$ cat src/rtl/cacheline_arbiter.sv
// cacheline_arbiter: shares one cacheline adaptor between the I-cache and the
// D-cache. One requester is granted at a time. Its address and operation are
// latched, and the adaptor request is held until the line response arrives.
// The response pulse is routed back to the granted requester only.
module cacheline_arbiter #(
  parameter int ADDR_W = 32,
  parameter int LINE_W = 256,
  parameter bit RR_EN  = 1'b1
) (
  input  logic              clk,
  input  logic              reset_n,
  input  logic [ADDR_W-1:0] ic_address,
  input  logic              ic_read,
  output logic [LINE_W-1:0] ic_rdata,
  output logic              ic_resp,
  input  logic [ADDR_W-1:0] dc_address,
  input  logic              dc_read,
  input  logic              dc_write,
  input  logic [LINE_W-1:0] dc_wdata,
  output logic [LINE_W-1:0] dc_rdata,
  output logic              dc_resp,
  output logic [ADDR_W-1:0] mem_address,
  output logic              mem_read,
  output logic              mem_write,
  output logic [LINE_W-1:0] mem_wdata,
  input  logic [LINE_W-1:0] mem_rdata,
  input  logic              mem_resp
);

  typedef enum logic [1:0] {
    IDLE    = 2'd0,
    SERVE_I = 2'd1,
    SERVE_D = 2'd2,
    RELEASE = 2'd3
  } state_t;

  localparam logic OP_RD = 1'b0;
  localparam logic OP_WR = 1'b1;
  localparam logic SEL_I = 1'b0;
  localparam logic SEL_D = 1'b1;

  state_t            state;
  logic [ADDR_W-1:0] addr_q;
  logic              op_q;
  logic              last_q;

  logic i_req;
  logic d_req;
  logic grant_i;
  logic grant_d;
  logic serve;

  // Grant decision: a lone requester wins; on a tie D wins unless round-robin
  // is enabled and D was the last one served.
  always_comb begin
    i_req   = ic_read;
    d_req   = dc_read | dc_write;
    grant_d = d_req & (~i_req | (RR_EN == 1'b0) | (last_q == SEL_I));
    grant_i = i_req & ~grant_d;
  end

  // Arbitration FSM: the grant is taken in IDLE, held until mem_resp, and a
  // single RELEASE cycle lets the requester drop its level request.
  always_ff @(posedge clk or negedge reset_n) begin
    if (!reset_n) begin
      state  <= IDLE;
      addr_q <= '0;
      op_q   <= OP_RD;
      last_q <= SEL_D;
    end else begin
      case (state)
        IDLE: begin
          if (grant_d) begin
            state  <= SERVE_D;
            addr_q <= dc_address;
            // A simultaneous read and writeback from D resolves to the writeback.
            op_q   <= dc_write ? OP_WR : OP_RD;
            last_q <= SEL_D;
          end else if (grant_i) begin
            state  <= SERVE_I;
            addr_q <= ic_address;
            op_q   <= OP_RD;
            last_q <= SEL_I;
          end
        end
        SERVE_I, SERVE_D: begin
          if (mem_resp) state <= RELEASE;
        end
        RELEASE: state <= IDLE;
        default: state <= IDLE;
      endcase
    end
  end

  // Adaptor-side request, driven only from registered state so it is quiet
  // outside SERVE states and zero during reset.
  always_comb begin
    serve       = (state == SERVE_I) || (state == SERVE_D);
    mem_address = serve ? addr_q : '0;
    mem_read    = serve && (op_q == OP_RD);
    mem_write   = serve && (op_q == OP_WR);
    mem_wdata   = (state == SERVE_D) ? dc_wdata : '0;
  end

  // Response routing: the line is broadcast, only the resp pulse qualifies it;
  // a mem_resp outside a SERVE state produces nothing.
  always_comb begin
    ic_resp  = (state == SERVE_I) && mem_resp;
    dc_resp  = (state == SERVE_D) && mem_resp;
    ic_rdata = mem_rdata;
    dc_rdata = mem_rdata;
  end

endmodule

$ cat config.mk
export PLATFORM = sky130hd
export DESIGN_NAME = cacheline_arbiter
export DESIGN_NICKNAME = d
export VERILOG_FILES = /design/src/rtl/cacheline_arbiter.sv
export SDC_FILE = /design/constraint.sdc
export NUM_CORES = 1
export LEC_CHECK = 0
export ABC_AREA = 0
export CAP_MARGIN = 10
export CORE_AREA = 5 5 541 543
export CTS_CLUSTER_SIZE = 10
export DETAILED_ROUTE_END_ITERATION = 8
export DIE_AREA = 0 0 546 548
export GPL_TIMING_DRIVEN = 0
export PLACE_DENSITY = 0.3
export SYNTH_ARGS = -nofsm -noshare
export SYNTH_HDL_FRONTEND = slang
export SYNTH_SLANG_ARGS = --single-unit
export TNS_END_PERCENT = 10
$ cat constraint.sdc
create_clock -name clk -period 2.3 [get_ports clk]
set_input_delay 0.46 -clock clk [delete_from_list [all_inputs] [get_ports clk]]
set_output_delay 0.46 -clock clk [all_outputs]
set_load 0.02 [all_outputs]
* After elaboration in Yosys (flattened, before gate mapping)
Cells that the tools add are included.
** Word-level totals
- Output and inout port bits :: 804
- Word-level logic and storage cells :: 39
- Flip-flop bits (word level) :: 36
** Operators by class
- Reductions and logical operators :: 10
- Multiplexer cells :: 12
- Equality and inequality tests :: 5
- Bitwise logic cells :: 8
** Operators with widths (count)
- 256-bit two-way mux :: 1
- 32-bit two-way mux :: 3
- 2-bit two-way mux :: 3
- 2-bit one-hot mux with 3 select lines :: 1
- 2-bit equality test, second input constant :: 2
- 1-bit logical AND :: 4
- 1-bit two-way mux :: 4
- 1-bit NOT :: 4
- 2-bit AND reduction :: 2
- 3-bit != test, second input constant :: 1
- 1-bit AND :: 2
- 2-bit by 1-bit equality test with 1-bit output, second input constant :: 1
- 2-bit logical NOT :: 1
- 2-bit != test, second input constant :: 1
- 1-bit OR :: 2
- 2-bit nonzero test :: 1
- 2-bit OR reduction :: 1
- 1-bit logical OR :: 1

* Longest topological paths before layout
Gate-level depths: netlist (run 1).
- Depth in word-level cells :: 8
- Mapped depth :: 7
- Depth with buffers taken out :: 5

* Worst setup path after synthesis (run 1)
Ideal clock, no wire load.
- Path kind :: register -> output
- Start point :: register state[0]
- End point :: output mem_wdata[100]
- Arrival time :: 1.396 ns
- Path buffers :: 2
- Stages on the path, launching flop included :: 6
- Required time :: 1.840 ns
- Slack :: 0.444 ns
- Path through :: dfrtp_1 -> inv_1 -> ha_1 -> clkbuf_1 -> clkbuf_1 -> and2_1
** Between the ends
- Cells in the longest elaborated chain, start to end :: 2
** RTL lines
- start: declaration :: RTL line 42 : state_t state;
- start signal: assignment :: RTL line 66 : state <= IDLE;
- start signal: assignment :: RTL line 74 : state <= SERVE_D;
- start signal: assignment :: RTL line 80 : state <= SERVE_I;
- 2-bit equality test :: RTL line 102 : mem_wdata = (state == SERVE_D) ? dc_wdata : '0;
- 256-bit two-way mux :: RTL line 102
- end: declaration :: RTL line 25 : output logic [LINE_W-1:0] mem_wdata,
No other way between the ends.

* Final worst setup path (run 1)
- Start point :: register state[0]
- End point :: output mem_wdata[91]
The elaborated chain is that of the path after synthesis.

==> results of run 1 <==
-- layer usage --
layer / global-route usage, % / wire length [um] / vias to the layer above / share of wire, %
met2: 18.4 / 79100 / 1159 / 42
met4: 1.02 / 2960 / 40 / 1.6
met3: 7.92 / 29000 / 262 / 16
met1: 14.1 / 75200 / 5002 / 40
li1: - / - / 4852 / -
met5: 0 / 333 / - / 0.18
-- per-stage QoR --
| stage | utilization (%) | setup slack [ns] | cells | cell area [um^2] | hold WS [ns] |
|---|---|---|---|---|---|
| finish | 8.53 | -0.0659 | 5951 | 24500 | 0.0331 |
| detailed placement | 8.23 | -2.14 | 5910 | 23600 | 0.345 |
| global route | 8.51 | -0.148 | 5929 | 24400 | 0.0419 |
| floorplan | - | 0.444 | 999 | 7580 | 0.164 |
| global placement | 8.22 | -2.73 | 5909 | 23600 | 0.466 |
| CTS | 8.34 | -0.158 | 5923 | 23900 | 0.0309 |
-- worst register-to-register path, delay by kind of cell (launching register included) --
family,cells,cell delay [ns]
AOI/OAI and AO/OA,1,0.22
adders and majority gates,1,0.23
buffers and inverters,2,0.31
DFF,1,0.42
muxes,1,0.36
and+or+nand+nor,1,0.13
-- flip-flops by register name, summed over array words and instances (netlist names) --
signal,cells
addr_q,32
last_q,1
state,2
op_q,1
-- power by group through the flow --
stage | Sequential (mW) | Combinational, mW | Clock (mW)
2_1_floorplan | 1.06 | 5.90 | 0
3_3_place_gp | 1.10 | 15.4 | 0
3_5_place_dp | 1.11 | 15.3 | 0
4_1_cts | 1.11 | 15.7 | 0.753
5_1_grt | 1.16 | 17.5 | 0.785
6_report | 1.11 | 16.3 | 0.722
-- cells in the mapped netlist, drive strengths merged --
library cell / number / area share [%]
nand2: 34 / 1.7
mux2i: 34 / 4.5
o21ai: 32 / 2.1
a21oi: 2 / 0.13
and2: 291 / 24
inv: 2 / 0.099
ha: 4 / 0.66
nor2b: 2 / 0.16
dfrtp: 35 / 12
a2bb2oi: 1 / 0.20
o31ai: 1 / 0.16
clkbuf: 32 / 1.6
mux2: 2 / 0.30
nor3: 1 / 0.066
buf: 523 / 52
nand3: 1 / 0.066
dfstp: 1 / 0.35
nor2: 1 / 0.049
-- cells by family (layout without fill, tap and decap cells) --
family,after synthesis,after routing,share of synthesized area [%]
buffers and inverters,557,1701,54.0
and+or+nand+nor,330,330,26.0
AOI/OAI and AO/OA,36,36,2.61
muxes,36,36,4.78
DFF,36,36,11.9
adders and majority gates,4,4,0.660
other,0,27,0
-- cell type report --
cell class / count / area (um^2)
Antenna cell: 27 / 67.6
Multi-Input combinational cell: 406 / 2850
Tap cell: 3781 / 4730
Fill cell: 33600 / 263000
Inverter: 2 / 7.51
Clock buffer: 7 / 143
Timing Repair Buffer: 1136 / 11400
Sequential cell: 36 / 902
Clock inverter: 1 / 7.51
Buffer: 555 / 4390
-- worst paths after layout --
path | startpoint | to | depth (start not counted) | slack (ns)
max in group asynchronous | reset_n | last_q | 2 | 1.76
min | reset_n | addr_q[16] | 1 | 0.03
min in group clk | addr_q[0] | addr_q[0] | 2 | 0.48
min reg2reg | addr_q[0] | addr_q[0] | 2 | 0.48
max reg2reg | state[1] | state[0] | 6 | 0.50
max | state[0] | mem_wdata[91] | 7 | -0.07
-- repair_timing --
| item | CTS | global route |
|---|---|---|
| buffers inserted | 3 | 0 |
| pin swaps | 1 | 1 |
| gates resized for setup | 1429 | 589 |
| setup endpoints to repair | 292 | 285 |
| cloned | 2 | 1 |
==> out/results.ini, run 1 <==
[outcome]
status=complete, but fails checks
violations=negative setup slack

[detailed_routing]
wl_per_cell_um=31.4
viasPerCell=1.90
drt_iter0_drc=350
drt_first_pass_iters=4
via_count=11300
antenna_left=0
drt-total-wl_um=187000
drc_errors=0

[cells_and_area]
layout-drive-gt1-share_pct=44.9
final_cell_mix=clkdlybuf4s50_1, buf_4, and2_1, buf_6, and2_4
fin_nets=2728
final_common_cell=clkdlybuf4s50_1
syn2layout_area_growth_pct=223

[pwr]
p_leak_nw=9.70
comb_power_share_pct=89.9
power_frac_seq_pct=6.1
power.density_nw_per_um2=740
switching_power_mw=9.95
switching_share_pct=54.9
p_int_mw=8.17
clockPowerShare_pct=4.0
irDropWorstVdd_uv=430
fin_total_pwr_mw=18.1

[sta]
fmax_mhz=423
skew_ns=0.00730
min_period_ns=2.37
tns_ns=-0.106
finalHoldViolations=0
worst_pin_slew_ns=0.875
rsz0062_at_grt=true
timing.final.ws_setup_ns=-0.0659
slew_headroom_pct=41.5
final.period_utilization_pct=103
finalSetupViolCount=3
drv_slew=0

[synthesis]
syn_avg_cell_area_um2=7.59
synth_warnings=0
synth_fp_nets=1585
syn_inst=999
yosysUniqueCellTypes=22
synthesis.area_um2=7580
synth_seq_cells=36
seq_area_frac_synth_pct=11.9

[global_routing]
grt_pass1_wl_um=214000
first_global_vias=11800
antenna_found_initial=140
grt_usage_pct=11.9
grt_overflow=0
grt_max_degree=29

[cts]
clk_pin_slew_worst_paths_ns=0.06
numClockSinks=36
clk-insertion-delay-late_ns=0.29
cts.root.buffer_cell=clkbuf_16
holdBufCountCts=0
clockBufferDepth=2
cts_buffers=5
h-tree-depth=2
cts_tree=yes

[die]
initial_utilization_pct=2.64
row_count=197
die_h_um=548
die_x_um=546
coreArea_um2=287000
dieArea_um2=299000
ios=1386

[setup_path]
cp.arrival_ns=1.91
startpoint_type=flip-flop
worst-path-max-fanout=10
path_buf_inv=5
worstSetupPathType=flip-flop to primary output
worst_ep_required_time_ns=1.84
cp_slowest_cell=dfrtp_1
slowest_delay_ns=0.39
crit_chain=inv_2 -> ha_4 -> buf_12 -> clkbuf_16 -> buf_8 -> and2_1 -> buf_2
cp_top_family=buffers and inverters
end_kind=primary output

[placed_design]
place_congestion=0.986
dp_hpwl_um=180000
io_buffer_count=1129

[run]
cap_violations=0

[worst_hold_path]
hold_path.class=input pin to async pin

No activity file was read; power rests on OpenSTA's default activity.
==> inputs of run 2 (changes only) <==
--- a/config.mk
+++ b/config.mk
@@ -8,6 +8,7 @@
 export ABC_AREA = 0
 export CAP_MARGIN = 10
 export CORE_AREA = 5 5 541 543
+export CTS_BUF_LIST = sky130_fd_sc_hd__clkbuf_4
 export CTS_CLUSTER_SIZE = 10
 export DETAILED_ROUTE_END_ITERATION = 8
 export DIE_AREA = 0 0 546 548
==> out/results.ini, run 2 (synthesis gave the netlist of run 1 again) <==
[cts]
cts_tree=yes
cts.root.buffer_cell=clkbuf_4
cts_buffers=5  ; unchanged
clockBufferDepth=2  ; unchanged
clk_pin_slew_worst_paths_ns=0.15  ; +0.09 ns
numClockSinks=36  ; unchanged
clk-insertion-delay-late_ns=0.37  ; +0.08 ns
h-tree-depth=2  ; unchanged

[worst_hold_path]
hold_path.class=input pin to async pin

[detailed_routing]
drt_iter0_drc=342  ; -2.3%
drt-total-wl_um=187000  ; about the same
wl_per_cell_um=31.4  ; about the same
drt_first_pass_iters=4  ; unchanged
viasPerCell=1.91  ; +0.50%
drc_errors=0  ; unchanged
antenna_left=0  ; unchanged
via_count=11400  ; +0.62%

[global_routing]
grt_use_met2_pct=18.3  ; -0.041 points
grt_usage_pct=11.9  ; about the same
gr-max-usage-layer=met2
use_met1_pct=14.3  ; +0.20 points
antenna_found_initial=139  ; -0.71%
grt_max_degree=29  ; unchanged
gr-usage-met3_pct=7.61  ; -0.30 points
grt_pass1_wl_um=214000  ; about the same
first_global_vias=11800  ; +0.33%
grt_overflow=0  ; unchanged

[pwr]
comb_power_share_pct=92.0  ; +2.1 points
switching_power_mw=10.0  ; +0.91%
fin_total_pwr_mw=18.5  ; +2.3%
power.density_nw_per_um2=743  ; +0.42%
switching_share_pct=54.1  ; -0.75 points
power_frac_seq_pct=6.0  ; about the same
p_leak_nw=9.85  ; +1.5%
clockPowerShare_pct=2.1  ; -1.9 points
irDropWorstVdd_uv=389  ; -9.5%
p_int_mw=8.50  ; +4.0%

[setup_path]
worst_ep_required_time_ns=1.84  ; about the same
worstSetupPathType=flip-flop to primary output
slowest_delay_ns=0.45  ; +0.06 ns
r2r_cells=6  ; unchanged
r2r-start=state[1]
r2r_slack_ns=0.45  ; -0.05 ns
cp.arrival_ns=1.92  ; about the same
r2r_end=state[0]
critical_path.most_common_cell=buf_8
end_kind=primary output
crit_chain=ha_4 -> buf_8 -> clkbuf_16 -> buf_12 -> buf_8 -> and2_1 -> buf_6
startpoint_type=flip-flop
worst-path-max-fanout=5  ; -5
cp_slowest_cell=dfrtp_1

[sta]
slew_headroom_pct=45.4  ; +3.9 points
min_period_ns=2.38  ; +0.0108 ns
drv_slew=0  ; unchanged
finalSetupViolCount=76  ; +73
final.period_utilization_pct=103  ; +0.47 points
tns_ns=-1.78  ; -1.68 ns
worst_pin_slew_ns=0.816  ; -0.0590 ns
finalHoldViolations=0  ; unchanged
timing.final.ws_setup_ns=-0.0767  ; -0.0108 ns
skew_ns=0.0256  ; +0.0183 ns
fmax_mhz=421  ; -0.45%
rsz0062_at_grt=true

[cells_and_area]
fin_area_um2=24900  ; +1.9%
post-route-util_pct=8.69  ; +0.16 points
fin_nets=2732  ; +0.15%
final_common_cell=clkdlybuf4s50_1
top_regs=addr_q: 32 flops, state: 2 flops
largest_reg_flops=32  ; unchanged
top_register=addr_q
syn2layout_area_growth_pct=229
final_cell_mix=clkdlybuf4s50_1, buf_4, and2_1, and2_4, buf_6
layout-drive-gt1-share_pct=47.0  ; +2.1 points

[placed_design]
placed_cell_area_um2=23600  ; unchanged
dp_hpwl_um=180000  ; unchanged
place_ws_ns=-2.14  ; unchanged
place_congestion=0.986  ; unchanged
io_buffer_count=1129  ; unchanged

[outcome]
status=complete, but fails checks
violations=negative setup slack

[die]
initial_utilization_pct=2.64  ; unchanged
dieArea_um2=299000  ; unchanged
die_x_um=546  ; unchanged
row_count=197  ; unchanged
coreArea_um2=287000  ; unchanged
ios=1386  ; unchanged
die_h_um=548  ; unchanged

[run]
cap_violations=0  ; unchanged

-- run 2: cell count changes in the layout (fill, tap and decap cells not counted), sizes merged --
| cell | previous run | this run |
|---|---|---|
| buf | 804 | 797 |
| clkbuf | 51 | 65 |
| clkdlybuf4s15 | 5 | 1 |
| clkinv | 0 | 1 |
| diode | 27 | 30 |
| dlygate4sd2 | 3 | 2 |
| dlygate4sd3 | 0 | 1 |
-- run 2: power by group through the flow --
stage / clock network [mW] / registers [mW] / logic, mW
after floorplan: 0 / 1.06 / 5.90
after global placement: 0 / 1.10 / 15.4
after detailed placement: 0 / 1.11 / 15.3
after CTS: 0.415 / 1.11 / 15.8
after global routing: 0.440 / 1.15 / 18.3
final: 0.386 / 1.10 / 17.1
-- run 2: stage by stage --
step / instances / hold WS, ns
after global routing: 5933 / 0.478
final: 5958 / 0.475
after floorplan: 999 / 0.164
after CTS: 5927 / 0.454
after detailed placement: 5910 / 0.345
after global placement: 5909 / 0.466
-- run 2: worst max-delay path: cells and delay by family (launching register included) --
family | cells | cell delay [ns]
buffers and inverters | 5 | 0.72
DFF | 1 | 0.45
and+or+nand+nor | 1 | 0.15
adders and majority gates | 1 | 0.21
-- run 2: worst max-delay path by stage --
stage	from	to	slack, ns	cells past startpoint
after floorplan	state[0]	mem_wdata[100]	0.44	5
after global placement	state[0]	mem_wdata[104]	-2.73	6
after detailed placement	state[0]	mem_wdata[104]	-2.14	6
after CTS	state[0]	mem_address[30]	-0.28	7
after global routing	state[0]	mem_wdata[101]	-0.19	7
final	state[1]	mem_wdata[172]	-0.08	7
-- run 2: layout make-up --
type                       instances  area [um^2]
multi-input combinational        406         2960
sequential                        36          902
fill                           33500       262000
timing repair buffer            1140        11800
tap                             3781         4730
antenna                           30         75.1
inverter                           2         7.51
clock inverter                     2         11.3
buffer                           555         4410
clock buffer                       6         45.0
-- run 2: routing by layer --
layer	wire length, um	share of wire (%)
met1	76500	41
met2	79000	42
met3	27800	15
met4	3170	1.7
met5	251	0.13
-- run 2: repair_timing --
action	in CTS	in global routing
hold endpoints to repair	8	0
setup buffers	6	0
cloned	3	1
hold buffers	1	0
resized for setup	1367	805
setup endpoints to repair	292	292
pin swaps	2	1
